--- config.mk ---
export PLATFORM = sky130hd
export DESIGN_NAME = sdram_arbiter_flat
export DESIGN_NICKNAME = d
export VERILOG_FILES = /design/src/rtl/sdram_arbiter_if.sv /design/src/rtl/sdram_arbiter.sv /design/src/flat_wrapper.sv
export SDC_FILE = /design/constraint.sdc
export NUM_CORES = 1
export LEC_CHECK = 0
export ABC_AREA = 1
export CAP_MARGIN = 40
export CORE_ASPECT_RATIO = 0.6
export CORE_MARGIN = 3
export CORE_UTILIZATION = 27
export CTS_BUF_LIST = sky130_fd_sc_hd__clkbuf_16
export CTS_CLUSTER_SIZE = 40
export DETAILED_ROUTE_END_ITERATION = 12
export GPL_TIMING_DRIVEN = 0
export PLACE_DENSITY = 0.93
export SLEW_MARGIN = 25
export SYNTH_ARGS = -nofsm -noshare
export SYNTH_HDL_FRONTEND = slang
export SYNTH_SLANG_ARGS = --single-unit
export TNS_END_PERCENT = 30
--- constraint.sdc ---
create_clock -name sclk -period 2.6 [get_ports sclk]
set_input_delay 0.65 -clock sclk [delete_from_list [all_inputs] [get_ports sclk]]
set_output_delay 0.65 -clock sclk [all_outputs]
set_load 0.02 [all_outputs]
--- src/rtl/sdram_arbiter_if.sv ---
// ============================================================================
//  Module      : sdram_arbiter_if
//  Description : Engine-side and pad-side bundle of the SDRAM command-bus
//                arbiter: init/refresh/client command sources and device pins.
//  Revision    : 1.0  initial release
// ============================================================================
`default_nettype none

interface sdram_arbiter_if #(
    parameter int NUM_CH = 2,
    parameter int ROW_W  = 12,
    parameter int BANK_W = 2,
    parameter int DQ_W   = 16
);
    logic                       init_end;
    logic [3:0]                 init_cmd;
    logic [ROW_W-1:0]           init_addr;
    logic                       aref_ask;
    logic                       aref_end;
    logic [3:0]                 aref_cmd;
    logic [ROW_W-1:0]           aref_addr;
    logic                       aref_en;
    logic [NUM_CH-1:0]          ch_ask;
    logic [NUM_CH-1:0]          ch_end;
    logic [4*NUM_CH-1:0]        ch_cmd;
    logic [ROW_W*NUM_CH-1:0]    ch_addr;
    logic [BANK_W*NUM_CH-1:0]   ch_bank;
    logic [DQ_W*NUM_CH-1:0]     ch_wdata;
    logic [NUM_CH-1:0]          ch_dq_oe;
    logic [NUM_CH-1:0]          ch_en;
    logic [2:0]                 grant_id;
    logic                       busy;
    logic [3:0]                 sdram_cmd;
    logic [ROW_W-1:0]           sdram_addr;
    logic [BANK_W-1:0]          sdram_bank;
    logic [DQ_W-1:0]            sdram_dq_out;
    logic                       sdram_dq_oe;
    logic                       wdt_err;

    modport slave (
        input  init_end, init_cmd, init_addr,
        input  aref_ask, aref_end, aref_cmd, aref_addr,
        input  ch_ask, ch_end, ch_cmd, ch_addr, ch_bank, ch_wdata, ch_dq_oe,
        output aref_en, ch_en, grant_id, busy,
        output sdram_cmd, sdram_addr, sdram_bank, sdram_dq_out, sdram_dq_oe,
        output wdt_err
    );

    modport master (
        output init_end, init_cmd, init_addr,
        output aref_ask, aref_end, aref_cmd, aref_addr,
        output ch_ask, ch_end, ch_cmd, ch_addr, ch_bank, ch_wdata, ch_dq_oe,
        input  aref_en, ch_en, grant_id, busy,
        input  sdram_cmd, sdram_addr, sdram_bank, sdram_dq_out, sdram_dq_oe,
        input  wdt_err
    );
endinterface

`default_nettype wire

--- src/rtl/sdram_arbiter.sv ---
// ============================================================================
//  Module      : sdram_arbiter
//  Description : SDRAM command-bus arbiter: power-up init pass-through, then
//                refresh-first / round-robin client arbitration and pin mux.
//                Optional watchdog on refresh/client tenure: SDRAM_ARB_WDT_EN.
//  Revision    : 1.0  initial release
// ============================================================================
`default_nettype none

module sdram_arbiter #(
    parameter int NUM_CH  = 2,
    parameter int ROW_W   = 12,
    parameter int BANK_W  = 2,
    parameter int DQ_W    = 16,
    parameter int WDT_MAX = 1023
) (
    input  wire logic          sclk,
    input  wire logic          srst,
    sdram_arbiter_if.slave     bus
);
    typedef enum logic [1:0] {
        S_INIT  = 2'd0,
        S_ARBIT = 2'd1,
        S_AREF  = 2'd2,
        S_CH    = 2'd3
    } state_t;

    localparam logic [3:0] c_num_ch  = 4'(NUM_CH);
    localparam logic [2:0] c_gnt_rst = 3'(NUM_CH - 1);
    localparam logic [3:0] c_nop     = 4'b0111;

    state_t       r_state;
    logic [2:0]   r_gnt;

    logic [7:0]   w_ask8;
    logic [7:0]   w_end8;
    logic [7:0]   w_oe8;
    logic [2:0]   w_next_gnt;
    logic         w_found;
    logic [2:0]   w_sel;

    logic [3:0]        w_cmd_a   [8];
    logic [ROW_W-1:0]  w_addr_a  [8];
    logic [BANK_W-1:0] w_bank_a  [8];
    logic [DQ_W-1:0]   w_wdata_a [8];

    assign w_ask8 = 8'(bus.ch_ask);
    assign w_end8 = 8'(bus.ch_end);
    assign w_oe8  = 8'(bus.ch_dq_oe);

    // Lanes beyond NUM_CH read as zero so every 3-bit index is safe.
    genvar i;
    generate
        for (i = 0; i < 8; i++) begin : g_lane
            if (i < NUM_CH) begin : g_used
                assign w_cmd_a[i]   = bus.ch_cmd[4*i +: 4];
                assign w_addr_a[i]  = bus.ch_addr[ROW_W*i +: ROW_W];
                assign w_bank_a[i]  = bus.ch_bank[BANK_W*i +: BANK_W];
                assign w_wdata_a[i] = bus.ch_wdata[DQ_W*i +: DQ_W];
                assign bus.ch_en[i] = (r_state == S_CH) && !bus.aref_ask
                                      && (r_gnt == 3'(i));
            end else begin : g_pad
                assign w_cmd_a[i]   = '0;
                assign w_addr_a[i]  = '0;
                assign w_bank_a[i]  = '0;
                assign w_wdata_a[i] = '0;
            end
        end
    endgenerate

    // Round-robin search starting just after the last grant, wrapping at NUM_CH.
    always_comb begin
        w_found    = 1'b0;
        w_next_gnt = r_gnt;
        for (int k = 1; k <= NUM_CH; k++) begin
            logic [3:0] v_idx;
            v_idx = {1'b0, r_gnt} + 4'(k);
            if (v_idx >= c_num_ch) v_idx = v_idx - c_num_ch;
            if (!w_found && w_ask8[v_idx[2:0]]) begin
                w_found    = 1'b1;
                w_next_gnt = v_idx[2:0];
            end
        end
    end

    assign w_sel = ({1'b0, r_gnt} < c_num_ch) ? r_gnt : 3'd0;

`ifdef SDRAM_ARB_WDT_EN
    localparam logic [9:0] c_wdt_lim = 10'(WDT_MAX - 1);

    logic [9:0] r_wdt_cnt;
    logic       r_wdt_err;
    logic       w_tenure;
    logic       w_done;
    logic       w_wdt_hit;

    assign w_tenure  = (r_state == S_AREF) || (r_state == S_CH);
    assign w_done    = ((r_state == S_AREF) && bus.aref_end)
                     || ((r_state == S_CH) && w_end8[r_gnt]);
    assign w_wdt_hit = w_tenure && !w_done && (r_wdt_cnt == c_wdt_lim);

    always_ff @(posedge sclk) begin
        if (srst) begin
            r_wdt_cnt <= '0;
            r_wdt_err <= 1'b0;
        end else begin
            r_wdt_err <= w_wdt_hit;
            if (w_tenure && !w_done && !w_wdt_hit)
                r_wdt_cnt <= r_wdt_cnt + 10'd1;
            else
                r_wdt_cnt <= '0;
        end
    end

    assign bus.wdt_err = r_wdt_err;
`else
    // Watchdog not built: the compare is constant 0 for any legal limit.
    assign bus.wdt_err = (WDT_MAX < 0);
`endif

    always_ff @(posedge sclk) begin
        if (srst) begin
            r_state <= S_INIT;
            r_gnt   <= c_gnt_rst;
        end else begin
            case (r_state)
                S_INIT:  if (bus.init_end) r_state <= S_ARBIT;
                S_ARBIT: begin
                    if (bus.aref_ask) begin
                        r_state <= S_AREF;
                    end else if (w_found) begin
                        r_state <= S_CH;
                        r_gnt   <= w_next_gnt;
                    end
                end
                S_AREF:  if (bus.aref_end) r_state <= S_ARBIT;
                S_CH:    if (w_end8[r_gnt]) r_state <= S_ARBIT;
                default: r_state <= S_INIT;
            endcase
`ifdef SDRAM_ARB_WDT_EN
            // gnt is left alone so the next search favours the following channel.
            if (w_wdt_hit) r_state <= S_ARBIT;
`endif
        end
    end

    assign bus.aref_en  = (r_state == S_AREF);
    assign bus.grant_id = r_gnt;
    assign bus.busy     = (r_state != S_ARBIT);

    always_comb begin
        bus.sdram_cmd    = c_nop;
        bus.sdram_addr   = '0;
        bus.sdram_bank   = '0;
        bus.sdram_dq_out = '0;
        bus.sdram_dq_oe  = 1'b0;
        case (r_state)
            S_INIT: begin
                bus.sdram_cmd  = bus.init_cmd;
                bus.sdram_addr = bus.init_addr;
            end
            S_AREF: begin
                bus.sdram_cmd  = bus.aref_cmd;
                bus.sdram_addr = bus.aref_addr;
            end
            S_CH: begin
                bus.sdram_cmd    = w_cmd_a[w_sel];
                bus.sdram_addr   = w_addr_a[w_sel];
                bus.sdram_bank   = w_bank_a[w_sel];
                bus.sdram_dq_out = w_wdata_a[w_sel];
                bus.sdram_dq_oe  = w_oe8[w_sel];
            end
            default: ;
        endcase
    end
endmodule

`default_nettype wire
--- src/flat_wrapper.sv ---
// flat-port wrapper written by rule: the top's interface ports become plain ports
module sdram_arbiter_flat 
#(
    parameter int NUM_CH  = 2,
    parameter int ROW_W   = 12,
    parameter int BANK_W  = 2,
    parameter int DQ_W    = 16,
    parameter int WDT_MAX = 1023
)
  (sclk, srst, bus_init_end, bus_init_cmd, bus_init_addr, bus_aref_ask, bus_aref_end, bus_aref_cmd, bus_aref_addr, bus_ch_ask, bus_ch_end, bus_ch_cmd, bus_ch_addr, bus_ch_bank, bus_ch_wdata, bus_ch_dq_oe, bus_aref_en, bus_ch_en, bus_grant_id, bus_busy, bus_sdram_cmd, bus_sdram_addr, bus_sdram_bank, bus_sdram_dq_out, bus_sdram_dq_oe, bus_wdt_err);
  sdram_arbiter_if #(.NUM_CH(NUM_CH), .ROW_W(ROW_W), .BANK_W(BANK_W), .DQ_W(DQ_W)) bus_i ();
  input  wire logic sclk;
  input  wire logic srst;
  input wire logic [$bits(bus_i.init_end)-1:0] bus_init_end;
  input wire logic [$bits(bus_i.init_cmd)-1:0] bus_init_cmd;
  input wire logic [$bits(bus_i.init_addr)-1:0] bus_init_addr;
  input wire logic [$bits(bus_i.aref_ask)-1:0] bus_aref_ask;
  input wire logic [$bits(bus_i.aref_end)-1:0] bus_aref_end;
  input wire logic [$bits(bus_i.aref_cmd)-1:0] bus_aref_cmd;
  input wire logic [$bits(bus_i.aref_addr)-1:0] bus_aref_addr;
  input wire logic [$bits(bus_i.ch_ask)-1:0] bus_ch_ask;
  input wire logic [$bits(bus_i.ch_end)-1:0] bus_ch_end;
  input wire logic [$bits(bus_i.ch_cmd)-1:0] bus_ch_cmd;
  input wire logic [$bits(bus_i.ch_addr)-1:0] bus_ch_addr;
  input wire logic [$bits(bus_i.ch_bank)-1:0] bus_ch_bank;
  input wire logic [$bits(bus_i.ch_wdata)-1:0] bus_ch_wdata;
  input wire logic [$bits(bus_i.ch_dq_oe)-1:0] bus_ch_dq_oe;
  output wire logic [$bits(bus_i.aref_en)-1:0] bus_aref_en;
  output wire logic [$bits(bus_i.ch_en)-1:0] bus_ch_en;
  output wire logic [$bits(bus_i.grant_id)-1:0] bus_grant_id;
  output wire logic [$bits(bus_i.busy)-1:0] bus_busy;
  output wire logic [$bits(bus_i.sdram_cmd)-1:0] bus_sdram_cmd;
  output wire logic [$bits(bus_i.sdram_addr)-1:0] bus_sdram_addr;
  output wire logic [$bits(bus_i.sdram_bank)-1:0] bus_sdram_bank;
  output wire logic [$bits(bus_i.sdram_dq_out)-1:0] bus_sdram_dq_out;
  output wire logic [$bits(bus_i.sdram_dq_oe)-1:0] bus_sdram_dq_oe;
  output wire logic [$bits(bus_i.wdt_err)-1:0] bus_wdt_err;
  assign bus_i.init_end = bus_init_end;
  assign bus_i.init_cmd = bus_init_cmd;
  assign bus_i.init_addr = bus_init_addr;
  assign bus_i.aref_ask = bus_aref_ask;
  assign bus_i.aref_end = bus_aref_end;
  assign bus_i.aref_cmd = bus_aref_cmd;
  assign bus_i.aref_addr = bus_aref_addr;
  assign bus_i.ch_ask = bus_ch_ask;
  assign bus_i.ch_end = bus_ch_end;
  assign bus_i.ch_cmd = bus_ch_cmd;
  assign bus_i.ch_addr = bus_ch_addr;
  assign bus_i.ch_bank = bus_ch_bank;
  assign bus_i.ch_wdata = bus_ch_wdata;
  assign bus_i.ch_dq_oe = bus_ch_dq_oe;
  assign bus_aref_en = bus_i.aref_en;
  assign bus_ch_en = bus_i.ch_en;
  assign bus_grant_id = bus_i.grant_id;
  assign bus_busy = bus_i.busy;
  assign bus_sdram_cmd = bus_i.sdram_cmd;
  assign bus_sdram_addr = bus_i.sdram_addr;
  assign bus_sdram_bank = bus_i.sdram_bank;
  assign bus_sdram_dq_out = bus_i.sdram_dq_out;
  assign bus_sdram_dq_oe = bus_i.sdram_dq_oe;
  assign bus_wdt_err = bus_i.wdt_err;
  sdram_arbiter #(.NUM_CH(NUM_CH), .ROW_W(ROW_W), .BANK_W(BANK_W), .DQ_W(DQ_W), .WDT_MAX(WDT_MAX)) u_core (.sclk(sclk), .srst(srst), .bus(bus_i));
endmodule
==> results by group, run 1 <==
Outcome
  – Outcome: complete, no violations

Setup path
  – Worst Setup SP: u_core.bus.grant_id[1]
  – Worst setup SP type: flip-flop
  – Req. time, crit path: 1.95 ns
  – Worst-path fanout max: 6
  – CP max stage cell: dfxtp_4
  – Worst-path cell chain: inv_4, ha_4, inv_2, o21ai_4, buf_6, a21oi_1, a221o_1, dlygate4sd2_1
  – CP endpoint kind: output pin
  – Reg2reg end: u_core.bus.grant_id[2]
  – Reg2Reg Depth: 8
  – WS Path Type: flip-flop to output pin
  – R2r setup slk: 1.01 ns
  – Start of the worst register-to-register path: u_core.bus.grant_id[0]
  – Worst Path Arrival: 1.89 ns
  – Critical Path Max Stage Delay: 0.36 ns

Global routing
  – Initial antenna violation count: 0
  – Global-route wire length before repair: 9920 µm
  – Largest net degree at the start of global routing: 11
  – Vias in the first global route: 2074
  – Gr usage total: 22.2%
  – Total gr overflow: 0

Power
  – Gate power share: 62.9%
  – Int Pwr: between 0.5 and 0.6 mW
  – P_sw: 0.344 mW
  – Power Total: 0.926 mW
  – Reg power frac: 9.7%
  – Pwr/cell area: 312 nW/µm²
  – Worst vdd ir: 272 µV
  – Sw Share: 37.2%
  – Static Leakage: 1.31 nW
  – Clock Power Share: 27.4%

Finish
  – Layout cells sized above 1: 18.3%
  – Fin util: 68.2%
  – Layout area overhead: 129%
  – Ant diodes: 0
  – Fill count: 372
  – Nets@finish: 500
  – Layout Cells excl Fill: 442
  – Multi-input logic area: 1040 µm²
  – Post-Layout Inst Area: 2960 µm²
  – Register area: around 110 µm²

Route
  – ANT nets after route: 0
  – Initial DRC count: 64
  – Pre-antenna DRT Iters: 4
  – Routed wire per std cell: 15.3 µm
  – Final WL: 6750 µm
  – Detail-routed via count per cell: a little under 5
  – DR vias: 2136
  – DRC violations left: 0

Floorplan
  – Die height: 59.6 µm
  – DIE AREA: 5690 µm²
  – Die extent in x: 95.4 µm
  – Boundary Pins: about 150
  – Initial core utilization: about 30%
  – Cell Rows: 18
  – CORE AREA: 4350 µm²

Logic synthesis
  – Avg Inst Size Synth: around 5.7 µm²
  – Asr flop ratio synth: 0%
  – Yosys cell types: 30
  – Post-synth EDFFs: 0
  – Cells after Synth: 225
  – Synthesis Warnings: 0
  – Syn Nets: ~340
  – Dominant register cell in the synthesized netlist: dfxtp_1
  – Post-Syn Area: between 1000 and 1500 µm²
  – Register bit total from synthesis: 5
  – Sequential area share after synthesis: 7.74%

Placed design
  – Port Buffer Count: 152
  – Post-DP HPWL: 5600 µm
  – Cell total after placement: about 440
  – Gp weighted congestion: between 0.8 and 0.9
  – Placed instance area: 2890 µm²

STA
  – Final min period: about 2.5 ns
  – Fin Setup TNS: 0 ns
  – Worst clock skew: 0.00270 ns
  – F_max: about 0.4 GHz
  – Final period utilization: between 90% and 100%
  – Setup violators final: 0
  – Slew Viols, Final: 0
  – RSZ-0062 raised after global routing: yes
  – Endpoints failing hold: 0

Clock tree
  – CTS root buf: clkbuf_16
  – Total CTS buffers: 3
  – Max Root-Sink Buffers: 2
  – H-tree depth: 1
  – Insertion delay to the later sink of the worst-skew pair: ~0.23 ns
  – TritonCTS clock tree: done
  – Hold buffers post-CTS: 0
  – TritonCTS Sinks: 5
  – Clock slew at reported path FFs: 0.03 ns

Hold path
  – Worst hold endpoint: u_core.r_state[1]
  – Worst hold start: u_core.r_state[1]
  – Worst Hold Depth: 2
  – Worst hold path class: flip-flop to flip-flop

Job
  – Max Cap Violations: 0
-- power groups by stage --
stage / combinational [mW] / clock (mW) / sequential, mW
after CTS: 0.586 / 0.256 / 0.0887
after detailed placement: 0.618 / 0 / 0.0904
after global placement: 0.610 / 0 / 0.0902
after global routing: 0.628 / 0.260 / 0.0903
final: 0.583 / 0.254 / 0.0897
after floorplan: 0.280 / 0 / 0.0905
-- per-layer routing --
layer  global-route usage, %  up-vias  part of all wire (%)  wire (µm)
li1                        -     1081                     -          -
met1                    28.1      967                    42       2860
met2                    38.4       84                    48       3230
met3                    6.35        4                   9.1        612
met4                    3.08        0                  0.56         38
met5                       0        -                     0          0
-- state kept, by name, summed over array words and instances, names as in the netlist --
signal,flops
u_core.bus.grant_id,3
u_core.r_state,2
-- cells by family (layout without fill, tap and decap cells) --
group	count (synthesis)	count (layout)	synth area share, %
and+or+nand+nor	123	123	42.7
DFF	5	5	7.74
other	1	1	0.290
xor gates and xnor gates	1	1	0.677
buffers and inverters	34	191	13.9
AOI/OAI and AO/OA	48	48	22.4
muxes	7	7	6.38
adders and majority gates	6	6	5.80
-- worst max-delay path, delay by kind of cell, from the launching register on --
kind,cells,cell delay (ns)
AO/OA/AOI/OAI,3,0.49
buffers and inverters,4,0.65
adder cells (fa/ha/maj),1,0.16
flip-flops,1,0.36
-- final cells by class --
| cell class | instances | area share (%) |
|---|---|---|
| repair buffers | 153 | 49.4 |
| multi-input cells | 186 | 35.2 |
| plain buffers | 16 | 4.01 |
| flip-flops and latches | 5 | 3.59 |
| inverters | 18 | 2.57 |
| clock buffers | 3 | 2.53 |
| well taps | 60 | 2.53 |
| clock inverters | 1 | 0.127 |
-- cells in the mapped netlist (5+ instances only) --
cell,count,area (µm²)
buf_4,7,52.6
mux2_2,6,67.6
ha_1,6,75.1
inv_1,13,48.8
nor2_1,12,45.0
a21oi_1,33,165
a221o_1,6,60.1
nand3_1,35,175
buf_2,7,35.0
dfxtp_1,5,100
nand2_1,62,233
-- cells in the final DEF (no fill, tap or decap), types with 5 or more instances in the layout --
cell and instances:
a21oi_1 33, a221o_1 6, buf_2 7, buf_4 7
clkbuf_2 10, clkdlybuf4s15_1 7, clkdlybuf4s15_2 7, clkdlybuf4s50_1 115
dlygate4sd2_1 11, ha_1 5, inv_1 11, inv_2 5
mux2_2 6, nand2_1 62, nand3_1 35, nor2_1 11
-- through the flow --
step,worst slack (ns),hold slack [ns]
3_3_place_gp,-0.364,0.488
3_5_place_dp,-0.375,0.497
5_1_grt,-0.0270,0.534
6_report,0.0616,0.515
4_1_cts,0.000648,0.504
2_1_floorplan,0.00422,0.467
-- worst max-delay path by stage --
stage | to | cells past startpoint
floorplan | bus_sdram_cmd[0] | 6
global route | bus_sdram_addr[11] | 8
finish | bus_sdram_addr[9] | 8
detailed placement | bus_sdram_cmd[0] | 7
CTS | bus_sdram_addr[10] | 8
global placement | bus_sdram_cmd[0] | 7
-- repair_timing --
item,CTS,global route
buffers inserted,0,0
endpoints found under the setup margin,37,34
resized for setup,70,36
gates cloned,1,0
Note: power is estimated with default switching activity, not from simulation.
==> run 2: changes to the inputs <==
- CELL_PAD_IN_SITES_DETAIL_PLACEMENT: default -> 1
- CELL_PAD_IN_SITES_GLOBAL_PLACEMENT: default -> 2
- CORE_UTILIZATION: 27 -> 11
==> run 2 against run 1 <==
Net effect: clock skew fell by 0.0011 ns; wire length rose by 28%; critical path depth did not move; cell area rose by 2.6%; clock power barely moved; largest cell class unchanged.
==> results by group, run 2 (same netlist as run 1, synthesis figures left out) <==
Clock tree
  – Post-CTS Setup Bufs: 0 (unchanged)
  – Max Root-Sink Buffers: 2 (unchanged)
  – Insertion delay to the later sink of the worst-skew pair: 0.23 ns (about the same)
  – TritonCTS Sinks: 5 (unchanged)
  – Total CTS buffers: 3 (unchanged)
  – TritonCTS clock tree: done
  – Clock slew at reported path FFs: 0.03 ns (about the same)
  – Hold buffers post-CTS: 0 (unchanged)
  – CTS root buf: clkbuf_16
  – H-tree depth: 1 (unchanged)

Setup path
  – CP endpoint kind: output pin
  – Worst-path cell chain: inv_2, ha_4, inv_2, o21ai_4, buf_4, a21oi_1, a221o_1, dlygate4sd2_1
  – Worst-path fanout max: 6 (unchanged)
  – Start of the worst register-to-register path: u_core.bus.grant_id[0]
  – Worst setup SP type: flip-flop
  – Critical Path Max Stage Delay: 0.35 ns (about the same)
  – CP max stage cell: dfxtp_2
  – WS Path Type: flip-flop to output pin
  – Worst Path Arrival: 1.93 ns (+0.04 ns)
  – Reg2Reg Depth: 8 (unchanged)
  – R2r setup slk: 1.00 ns (about the same)
  – Req. time, crit path: 1.95 ns (about the same)
  – Most used cell, CP: inv_2
  – Reg2reg end: u_core.bus.grant_id[2]

Power
  – Reg power frac: 9.7% (about the same)
  – Gate power share: 63.4% (+0.5 points)
  – Int Pwr: 0.583 mW (+0.24%)
  – Static Leakage: 1.30 nW (-0.62%)
  – P_sw: 0.364 mW (+5.7%)
  – Pwr/cell area: 311 nW/µm² (-0.33%)
  – Worst vdd ir: 209 µV (-23%)
  – Clock Power Share: 26.8% (-0.6 points)
  – Sw Share: 38.4% (+1.3 points)

Finish
  – Post-Layout Inst Area: 3040 µm² (+2.6%)
  – Nets@finish: 500 (unchanged)
  – Layout area overhead: 135%
  – Ant diodes: 0 (unchanged)
  – Fill count: 1378 (+270%)
  – Commonest non-fill, non-tap cell in the layout: clkdlybuf4s50_1
  – Fin util: 27.7% (-41 points)
  – Max reg flops: 3 (unchanged)
  – Layout cells sized above 1: 22.0% (+3.7 points)
  – Layout Cells excl Fill: 537 (+21%)
  – Most frequent cells in the layout: 115 x clkdlybuf4s50_1, 62 x nand2_1, 35 x nand3_1

Route
  – DR vias: 2145 (+0.42%)
  – Initial DRC count: 74 (+16%)
  – Final WL: 8640 µm (+28%)
  – Pre-antenna DRT Iters: 4 (unchanged)
  – ANT nets after route: 0 (unchanged)
  – DRC violations left: 0 (unchanged)
  – Routed wire per std cell: 16.1 µm (+5.4%)
  – Detail-routed via count per cell: 3.99 (-17%)

Global routing
  – Gr usage total: 12.5% (-9.7 points)
  – Total gr overflow: 0 (unchanged)
  – Initial antenna violation count: 0 (unchanged)
  – Met2 Use GR: 22.0% (-16 points)
  – Grt peak-use layer: met2
  – Vias in the first global route: 2359 (+14%)
  – Global-route wire length before repair: 13300 µm (+35%)
  – Met3 Track Usage GR: 2.11% (-4.2 points)
  – Met1 Track Usage GR: 16.2% (-12 points)
  – Largest net degree at the start of global routing: 11 (unchanged)

Floorplan
  – Initial core utilization: 11.8% (-18 points)
  – Die extent in x: 146 µm (+53%)
  – DIE AREA: 13100 µm² (+130%)
  – CORE AREA: 11000 µm² (+150%)
  – Cell Rows: 29 (+11)
  – Boundary Pins: 154 (unchanged)
  – Die height: 90.0 µm (+51%)

STA
  – Final min period: 2.58 ns (+0.0400 ns)
  – F_max: 0.388 GHz (-1.5%)
  – Hold slack final: 0.514 ns (-0.00122 ns)
  – RSZ-0062 raised after global routing: yes
  – Fin Setup TNS: 0 ns (unchanged)
  – Endpoints failing hold: 0 (unchanged)
  – Slew Viols, Final: 0 (unchanged)
  – Worst clock skew: 0.00156 ns (-0.00114 ns)
  – Final period utilization: 99.2% (+1.5 points)
  – Setup violators final: 0 (unchanged)

Placed design
  – Port Buffer Count: 152 (unchanged)
  – Gp weighted congestion: 0.778 (-9.0%)
  – Placed instance area: 3010 µm² (+4.1%)
  – Post-DP HPWL: 7310 µm (+31%)
  – Cell total after placement: 532 (+22%)

Hold path
  – Worst Hold Depth: 2 (unchanged)
  – Worst hold endpoint: u_core.r_state[1]
  – Worst hold path class: flip-flop to flip-flop
  – Worst hold start: u_core.r_state[1]

Outcome
  – Outcome: complete, no violations

Job
  – Max Cap Violations: 0 (unchanged)
## run 2: cell count changes in the layout (fill, tap and decap cells not counted), moves of 2 or more
cell,before,now
buf_2,7,9
buf_4,7,11
clkbuf_2,10,19
clkdlybuf4s15_1,7,1
dlygate4sd2_1,11,3
## run 2: worst max path at each step
| stage | startpoint | to | slack [ns] | depth (start not counted) |
|---|---|---|---|---|
| 6_report | u_core.bus.grant_id[2] | bus_sdram_addr[10] | 0.02 | 8 |
| 5_1_grt | u_core.bus.grant_id[2] | bus_sdram_addr[10] | -0.08 | 8 |
| 4_1_cts | u_core.bus.grant_id[2] | bus_sdram_addr[8] | -0.08 | 8 |
| 3_5_place_dp | u_core.bus.grant_id[1] | bus_sdram_dq_out[7] | -0.53 | 8 |
| 3_3_place_gp | u_core.bus.grant_id[1] | bus_sdram_dq_out[7] | -0.52 | 8 |
| 2_1_floorplan | u_core.bus.grant_id[1] | bus_sdram_cmd[0] | 0.004 | 6 |
## run 2: final cells by class
class / instances / area (µm²) / area share [%]
timing repair buffer: 153 / 1400 / 46.0
multi-input combinational: 186 / 1060 / 34.8
tap: 155 / 194 / 6.38
buffer: 16 / 130 / 4.28
sequential: 5 / 104 / 3.41
inverter: 18 / 76.3 / 2.51
clock buffer: 3 / 75.1 / 2.47
clock inverter: 1 / 3.75 / 0.123
## run 2: timing repair
item | CTS | global route
resized for setup | 95 | 44
setup endpoints to repair | 38 | 36
cloned | 1 | 0
## run 2: power by group through the flow
stage               Combinational [mW]  Sequential (mW)  Clock, mW
floorplan                        0.280           0.0905          0
global placement                 0.632           0.0905          0
detailed placement               0.646           0.0909          0
CTS                              0.625           0.0905      0.257
global route                     0.652           0.0933      0.264
finish                           0.601           0.0922      0.254
## run 2: per-stage QoR
stage,setup slack [ns],total power [mW]
after floorplan,0.00422,0.371
final,0.0216,0.947
after global routing,-0.0764,1.01
after CTS,-0.0794,0.973
after detailed placement,-0.529,0.737
after global placement,-0.517,0.722
## run 2: critical path: cells and delay by family (launching register included)
family | cells | cell delay [ns]
AOI/OAI and AO/OA | 3 | 0.48
buffers and inverters | 4 | 0.68
adders and majority gates | 1 | 0.19
DFF | 1 | 0.35
## run 2: layer usage
metal | vias to the layer above | part of all wire, %
met1 | 997 | 48
met5 | - | 0
met3 | 6 | 3.9
met4 | 0 | 0.91
met2 | 64 | 48
li1 | 1078 | -
